--- src/rtl/shift_right_logical.sv ---
// shift_right_logical
//   Registered logical right shifter. The operand a is shifted right by the
//   unsigned amount b, and the vacated MSBs are filled with zeros. The shift
//   network is a logarithmic barrel shifter: one mux stage per bit of b, with
//   stage k shifting by 2**k. The result is captured in an output register
//   one cycle after in_valid.
//
// Ports
//   clk       : rising-edge clock
//   rst       : synchronous, active-high reset
//   in_valid  : capture a/b on this edge
//   a         : operand, WIDTH bits
//   b         : shift amount, SHAMT_W bits, taken literally (0..2**SHAMT_W-1)
//   out       : registered a >> b
//   out_valid : out was captured on the previous edge
//   zero      : registered "result is all zeros" flag
//               (present only when SRL_ZERO_FLAG_EN is defined)
//
// Build options
//   SRL_ZERO_FLAG_EN : adds the zero output and its flag register.
//
// Parameter constraint: 2**SHAMT_W must not exceed WIDTH.

module shift_right_logical #(
  parameter int WIDTH   = 64,
  parameter int SHAMT_W = 5
) (
  input  logic               clk,
  input  logic               rst,
  input  logic               in_valid,
  input  logic [WIDTH-1:0]   a,
  input  logic [SHAMT_W-1:0] b,
`ifdef SRL_ZERO_FLAG_EN
  output logic               zero,
`endif
  output logic [WIDTH-1:0]   out,
  output logic               out_valid
);

  logic [WIDTH-1:0] shift_res;
  logic [WIDTH-1:0] out_q, out_d;
  logic             out_valid_q, out_valid_d;

  // Barrel network. Each pass either shifts by 2**k or passes the value
  // through, so the total shift equals the binary value of b.
  always_comb begin
    shift_res = a;
    for (int k = 0; k < SHAMT_W; k++) begin
      if (b[k]) begin
        shift_res = shift_res >> (1 << k);
      end
    end
  end

  // The result register loads only on in_valid. An unknown b while idle
  // therefore never reaches out.
  always_comb begin
    out_d       = out_q;
    out_valid_d = 1'b0;
    if (in_valid) begin
      out_d       = shift_res;
      out_valid_d = 1'b1;
    end
  end

  always_ff @(posedge clk) begin
    if (rst) begin
      out_q       <= '0;
      out_valid_q <= 1'b0;
    end else begin
      out_q       <= out_d;
      out_valid_q <= out_valid_d;
    end
  end

  assign out       = out_q;
  assign out_valid = out_valid_q;

`ifdef SRL_ZERO_FLAG_EN
  logic zero_q, zero_d;

  always_comb begin
    zero_d = zero_q;
    if (in_valid) begin
      zero_d = (shift_res == '0);
    end
  end

  always_ff @(posedge clk) begin
    if (rst) begin
      zero_q <= 1'b0;
    end else begin
      zero_q <= zero_d;
    end
  end

  assign zero = zero_q;
`endif

endmodule

--- config.mk ---
export PLATFORM = sky130hd
export DESIGN_NAME = shift_right_logical
export DESIGN_NICKNAME = d
export VERILOG_FILES = /design/src/rtl/shift_right_logical.sv
export SDC_FILE = /design/constraint.sdc
export NUM_CORES = 1
export LEC_CHECK = 0
export ABC_CLOCK_PERIOD_IN_PS = 3500
export BUFFER_PORTS_ARGS = -buffer_cell sky130_fd_sc_hd__buf_2
export CAP_MARGIN = 20
export CORE_MARGIN = 10
export CORE_UTILIZATION = 41
export CTS_CLUSTER_SIZE = 14
export DETAILED_ROUTE_END_ITERATION = 10
export HOLD_SLACK_MARGIN = 0.02
export PLACE_DENSITY = 0.74
export SETUP_SLACK_MARGIN = 0.2
export SYNTH_ARGS = -nofsm -noshare
export SYNTH_HDL_FRONTEND = slang
export SYNTH_SLANG_ARGS = --single-unit
--- constraint.sdc ---
create_clock -name clk -period 3.5 [get_ports clk]
set_input_delay 0.7 -clock clk [delete_from_list [all_inputs] [get_ports clk]]
set_output_delay 0.7 -clock clk [all_outputs]
set_load 0.1 [all_outputs]
* Word level (Yosys, flattened, before mapping) *
Cells that the tools add are included.

cells by class
  mux-type cells = 6

operators with widths
  cell     number
  $mux 64  5
  $mux 1   1

word-level totals
  register bits = 65
  input bits = 72
  output and inout bits = 65
  logic and storage cells = 8

* Logic depth before layout (Yosys ltp) *
  depth after elaboration = 5
  depth in mapped cells = 10
  depth with buffers taken out = 5

* Worst setup path before layout *
Ideal clock, no wire load.

  path type = input to register
  start point = input port b[0]
  end point = register out_q[44] (netlist: out[44])
  arrival time = 2.293 ns
  required time = 3.372 ns
  setup slack = 1.079 ns
  cell stages on the path = 7
  buffers on the path = 2
  path through = buf_6 > buf_6 > mux4_2 > mux2_2 > mux2_2 > a222oi_1 > nor2_1

on the way
  cells in the longest elaborated chain, start to end = 5

RTL lines
  element                 RTL line  text
  start: declaration      32        input logic [SHAMT_W-1:0] b,
  $mux 64 (5 in a row)    49        if (b[k]) begin
  end signal: assignment  71        out_q <= out_d;
  end: declaration        41        logic [WIDTH-1:0] out_q, out_d;

No other way between the ends.
A chain may end at the register's enable or synchronous reset.

* Final worst setup path *
  start point = input port b[2]
  end point = register out_q[35] (netlist: out[35])

on the way
  cells in the longest elaborated chain, start to end = 3

RTL lines
  element               RTL line
  $mux 64 (3 in a row)  49

No other way between the ends.

==> out/results.txt <==
The first global-routing pass estimated 32700 um of wire. In this run the remaining antenna-violating nets after routing total 0. The count of final max-slew check failures was 0; the fraction of power spent switching nets was 41.0%. The final critical path time including I/O delays and setup was 2.54 ns; the chip height was 138 um.

The number of detailed-route iterations in the first pass is 7, and the power per standard cell area is 450 mW/mm2. The highest ir drop seen on vdd is 224 uV, and the die footprint is 0.0189 mm2. The share of the clock period used by the worst path after layout was 72.7%; the critical path data required time was 3.75 ns. The worst setup path is launched from a primary input. The number of violations reported at the end of detailed-routing iteration 0 is 864, and the growth of design area from synthesis to finish is 19.3%. The final net count is 790, and the final clock skew is 0 ns. Across the run, the number of max-cap violations was 0.

For the post-synth design cell area, the log shows 0.00567 mm2. In the post-synthesis netlist, the biggest area contributors are sky130_fd_sc_hd__dfxtp_1 23%, sky130_fd_sc_hd__mux4_2 16%, sky130_fd_sc_hd__mux2_2 9.1%, sky130_fd_sc_hd__mux2i_1 7.9%, sky130_fd_sc_hd__nor2_1 3.9%. Net switching power: 1.25 mW. The number of buffers created by CTS came out at 9.

Fill cells in the final layout number 1251. Counting every net in the synthesized netlist gives 678. The normalized max-slew margin was 50.5%; the overall fraction of global-route tracks in use was 21.9%.

For the number of distinct library cells after synthesis, the log shows 55. The synthesized design contains 65 register bits. After synthesis, the share of flip-flops with an asynchronous set or reset is 0%.

The run gives 65 as the TritonCTS sink count. Once layout is complete, the utilization of the core stands at 50.5%. The post-detailed-route via-to-cell ratio is 6.56.

The tree is rooted in a sky130_fd_sc_hd__clkbuf_16. Summed over all cells, the static leakage comes to 2.83 nW. Data on the critical path arrives at its endpoint at 2.79 ns.

For this block, the via count after detailed routing is 5900. sky130_fd_sc_hd__dfxtp_1 is the most common cell in the netlist. The logs give 42.3% for the effective utilization at floorplan and 52 for the largest net degree at the start of global routing. The post-detailed-route wirelength per cell was 23.4 um; the placer's final routability congestion estimate was 0.979. The post-synthesis instance total is 606. Flip-flop cell with the highest count after synthesis: sky130_fd_sc_hd__dfxtp_1.

The total of endpoints with negative setup slack in the final report is 0. The maximum cell stage delay along the critical path was 0.52 ns; the number of design rule violations left after detail routing was 0. TritonCTS built the clock tree. The average size of a mapped cell came out at 9.36 um2. The library cell occupying the most area in the post-synthesis netlist is sky130_fd_sc_hd__dfxtp_1. The number of hold violations in the final report was 0. The signal on the critical path passes through buf_2 -> buf_4 -> mux2i_1 -> o21a_1 -> o21ai_0 -> o221ai_1 -> o31ai_1. The run finished with clean final reports. The clock insertion delay at the later pin of the skew report came out at 0.33 ns. The buffer depth of the longest clock path is 2, and the number of I/O port buffers is 136. The tools report the sequential element share of the synthesized area as 22.9%. The clock-pin slew reported for the worst setup and hold paths after clock tree synthesis works out to 0.06 ns. Setup repair after global routing left no endpoint under its margin. The tightest min-delay check is of the flop to flop type. The logs give 137 for the number of ports placed on the die boundary and 0 for the number of antenna violations at the first check in global routing. The timing-limited maximum frequency is 393 MHz.

The tools report the clock group share of total power as 32.5%. The run gives 1.80 mW as the internal power consumption. The critical-path cell with the highest stage delay was sky130_fd_sc_hd__o21ai_0. The share of post-route cells with drive strength above 1 is 36.5%. Counting instances in the post-synthesis netlist gives the leading cell types as 65 x sky130_fd_sc_hd__dfxtp_1, 59 x sky130_fd_sc_hd__nor2_1, 56 x sky130_fd_sc_hd__nand2_1. For the total number of H-tree levels, the log shows 3. The antenna diode instance count is 0, and the die width is 138 um. The run gives 21000 um as the final wirelength. The number of warning messages in the yosys log was 0; the share of the synthesized area in the top cell type was 22.9%. The setup path with the least slack is of type primary input to flop. The logs give 0 ns for the setup TNS and 0 for the count of buffers added by post-CTS timing repair for setup. Per report_power, the combinational group accounts for 40.2% of the total.

For the half-perimeter wire length after detailed placement, the log shows 16400 um. For the pin with the worst max-slew slack, the measured transition is 0.733 ns. In this run the standard cell core region covers 0.0134 mm2.

Gates resized during post-CTS repair numbered 0. The run gives 5729 as the number of global-route vias before repair. The critical path capture point type is a flop. Global routing finished with a remaining overflow of 0. Registers are responsible for 27.3% of the overall power.

The number of rows created at floorplan came out at 42. Along the worst path, the maximum fanout reaches 25. The number of synthesized flops with an enable pin works out to 0. For this design, the CTS-stage hold fixing added 0 buffers.
-- cell families (layout without fill, tap and decap cells) --
family / Yosys count / in the layout / synth area share [%]
flip-flops: 65 / 65 / 22.9
AND/OR/NAND/NOR: 171 / 171 / 13.5
multiplexers: 136 / 136 / 35.3
buffers and inverters: 59 / 176 / 6.16
AO/OA/AOI/OAI: 175 / 175 / 22.1
-- registers in the layout (all words and copies together) (netlist names) --
signal and count:
out 64, out_valid 1
-- path summary, 6_finish.rpt --
kind                            startpoint       to  slack [ns]  depth (start not counted)
worst max-delay path                  b[2]  out[35]        0.96                          7
worst min-delay path               out[54]  out[54]        0.45                          2
worst max register to register      out[1]   out[1]        2.40                          4
worst min register to register     out[54]  out[54]        0.45                          2
-- worst max-delay path, delay by kind of cell --
kind / cells / cell delay (ns)
compound gates: 4 / 1.25
mux: 1 / 0.09
buf+inv: 2 / 0.74
-- routing by layer --
layer / vias up / global-route usage [%] / part of all wire [%]
met3: 43 / 5.79 / 12
met5: - / 0 / 0
met1: 2796 / 30.5 / 42
met4: 0 / 7.20 / 2.9
met2: 429 / 31.9 / 43
li1: 2632 / - / -
-- power by group through the flow --
stage	registers, mW	clock network (mW)	logic [mW]
4_1_cts	0.830	0.999	1.20
5_1_grt	0.835	1.03	1.28
3_3_place_gp	0.844	0	1.19
6_report	0.831	0.990	1.22
3_5_place_dp	0.846	0	1.20
2_1_floorplan	1.23	0	0.515
-- area by class of cell --
cell class | count | area [um2] | share of cell area [%]
clock buffer | 10 | 239 | 3.53
clock inverter | 6 | 90.1 | 1.33
inverter | 5 | 18.8 | 0.277
multi-input combinational | 482 | 4020 | 59.4
sequential | 65 | 1300 | 19.2
tap | 176 | 220 | 3.26
timing repair buffer | 155 | 876 | 12.9
-- metrics by stage --
stage / std cells / hold WS [ns] / cell area [um2] / power [mW] / worst slack [ns]
CTS: 899 / 0.454 / 6770 / 3.03 / 1.05
finish: 899 / 0.453 / 6770 / 3.04 / 0.957
global placement: 883 / 0.432 / 6440 / 2.04 / 0.743
global route: 899 / 0.469 / 6770 / 3.15 / 0.813
floorplan: 606 / 0.855 / 5670 / 1.75 / 1.08
detailed placement: 883 / 0.441 / 6440 / 2.04 / 0.711
-- cell usage in the layout (no fill, tap or decap), types with 3 or more instances in the layout --
master                      synthesis  layout
sky130_fd_sc_hd__a22oi_1           20      20
sky130_fd_sc_hd__a211o_1            3       3
sky130_fd_sc_hd__nor2b_1            8       8
sky130_fd_sc_hd__buf_2             12     135
sky130_fd_sc_hd__buf_4              9      16
sky130_fd_sc_hd__or2_2              4       4
sky130_fd_sc_hd__or3_1              4       4
sky130_fd_sc_hd__nor2_1            59      59
sky130_fd_sc_hd__o21ai_0           26      26
sky130_fd_sc_hd__nand2b_1           7       7
sky130_fd_sc_hd__dfxtp_1           65      65
sky130_fd_sc_hd__o211ai_1          13      13
sky130_fd_sc_hd__nand3_1            9       9
sky130_fd_sc_hd__a211oi_1          10      10
sky130_fd_sc_hd__o22ai_1           14      14
sky130_fd_sc_hd__mux2i_1           45      45
sky130_fd_sc_hd__a22o_1             6       6
sky130_fd_sc_hd__mux2_2            46      46
sky130_fd_sc_hd__o221ai_1           4       4
sky130_fd_sc_hd__and2_1             5       5
sky130_fd_sc_hd__a31oi_1            3       3
sky130_fd_sc_hd__inv_1              3       3
sky130_fd_sc_hd__a2111oi_0          7       7
sky130_fd_sc_hd__o211a_1            3       3
sky130_fd_sc_hd__and3_1             4       4
sky130_fd_sc_hd__mux4_2            40      40
sky130_fd_sc_hd__a32oi_1            3       3
sky130_fd_sc_hd__mux4_1             5       5
sky130_fd_sc_hd__a222oi_1           8       8
sky130_fd_sc_hd__a21oi_1           27      27
sky130_fd_sc_hd__buf_12             3       4
sky130_fd_sc_hd__a221oi_1          14      14
sky130_fd_sc_hd__clkbuf_16          0       9
sky130_fd_sc_hd__nand2_1           56      56
sky130_fd_sc_hd__nor3_1             8       8
sky130_fd_sc_hd__a221o_1            3       3
(Power assumes the default switching activity.)
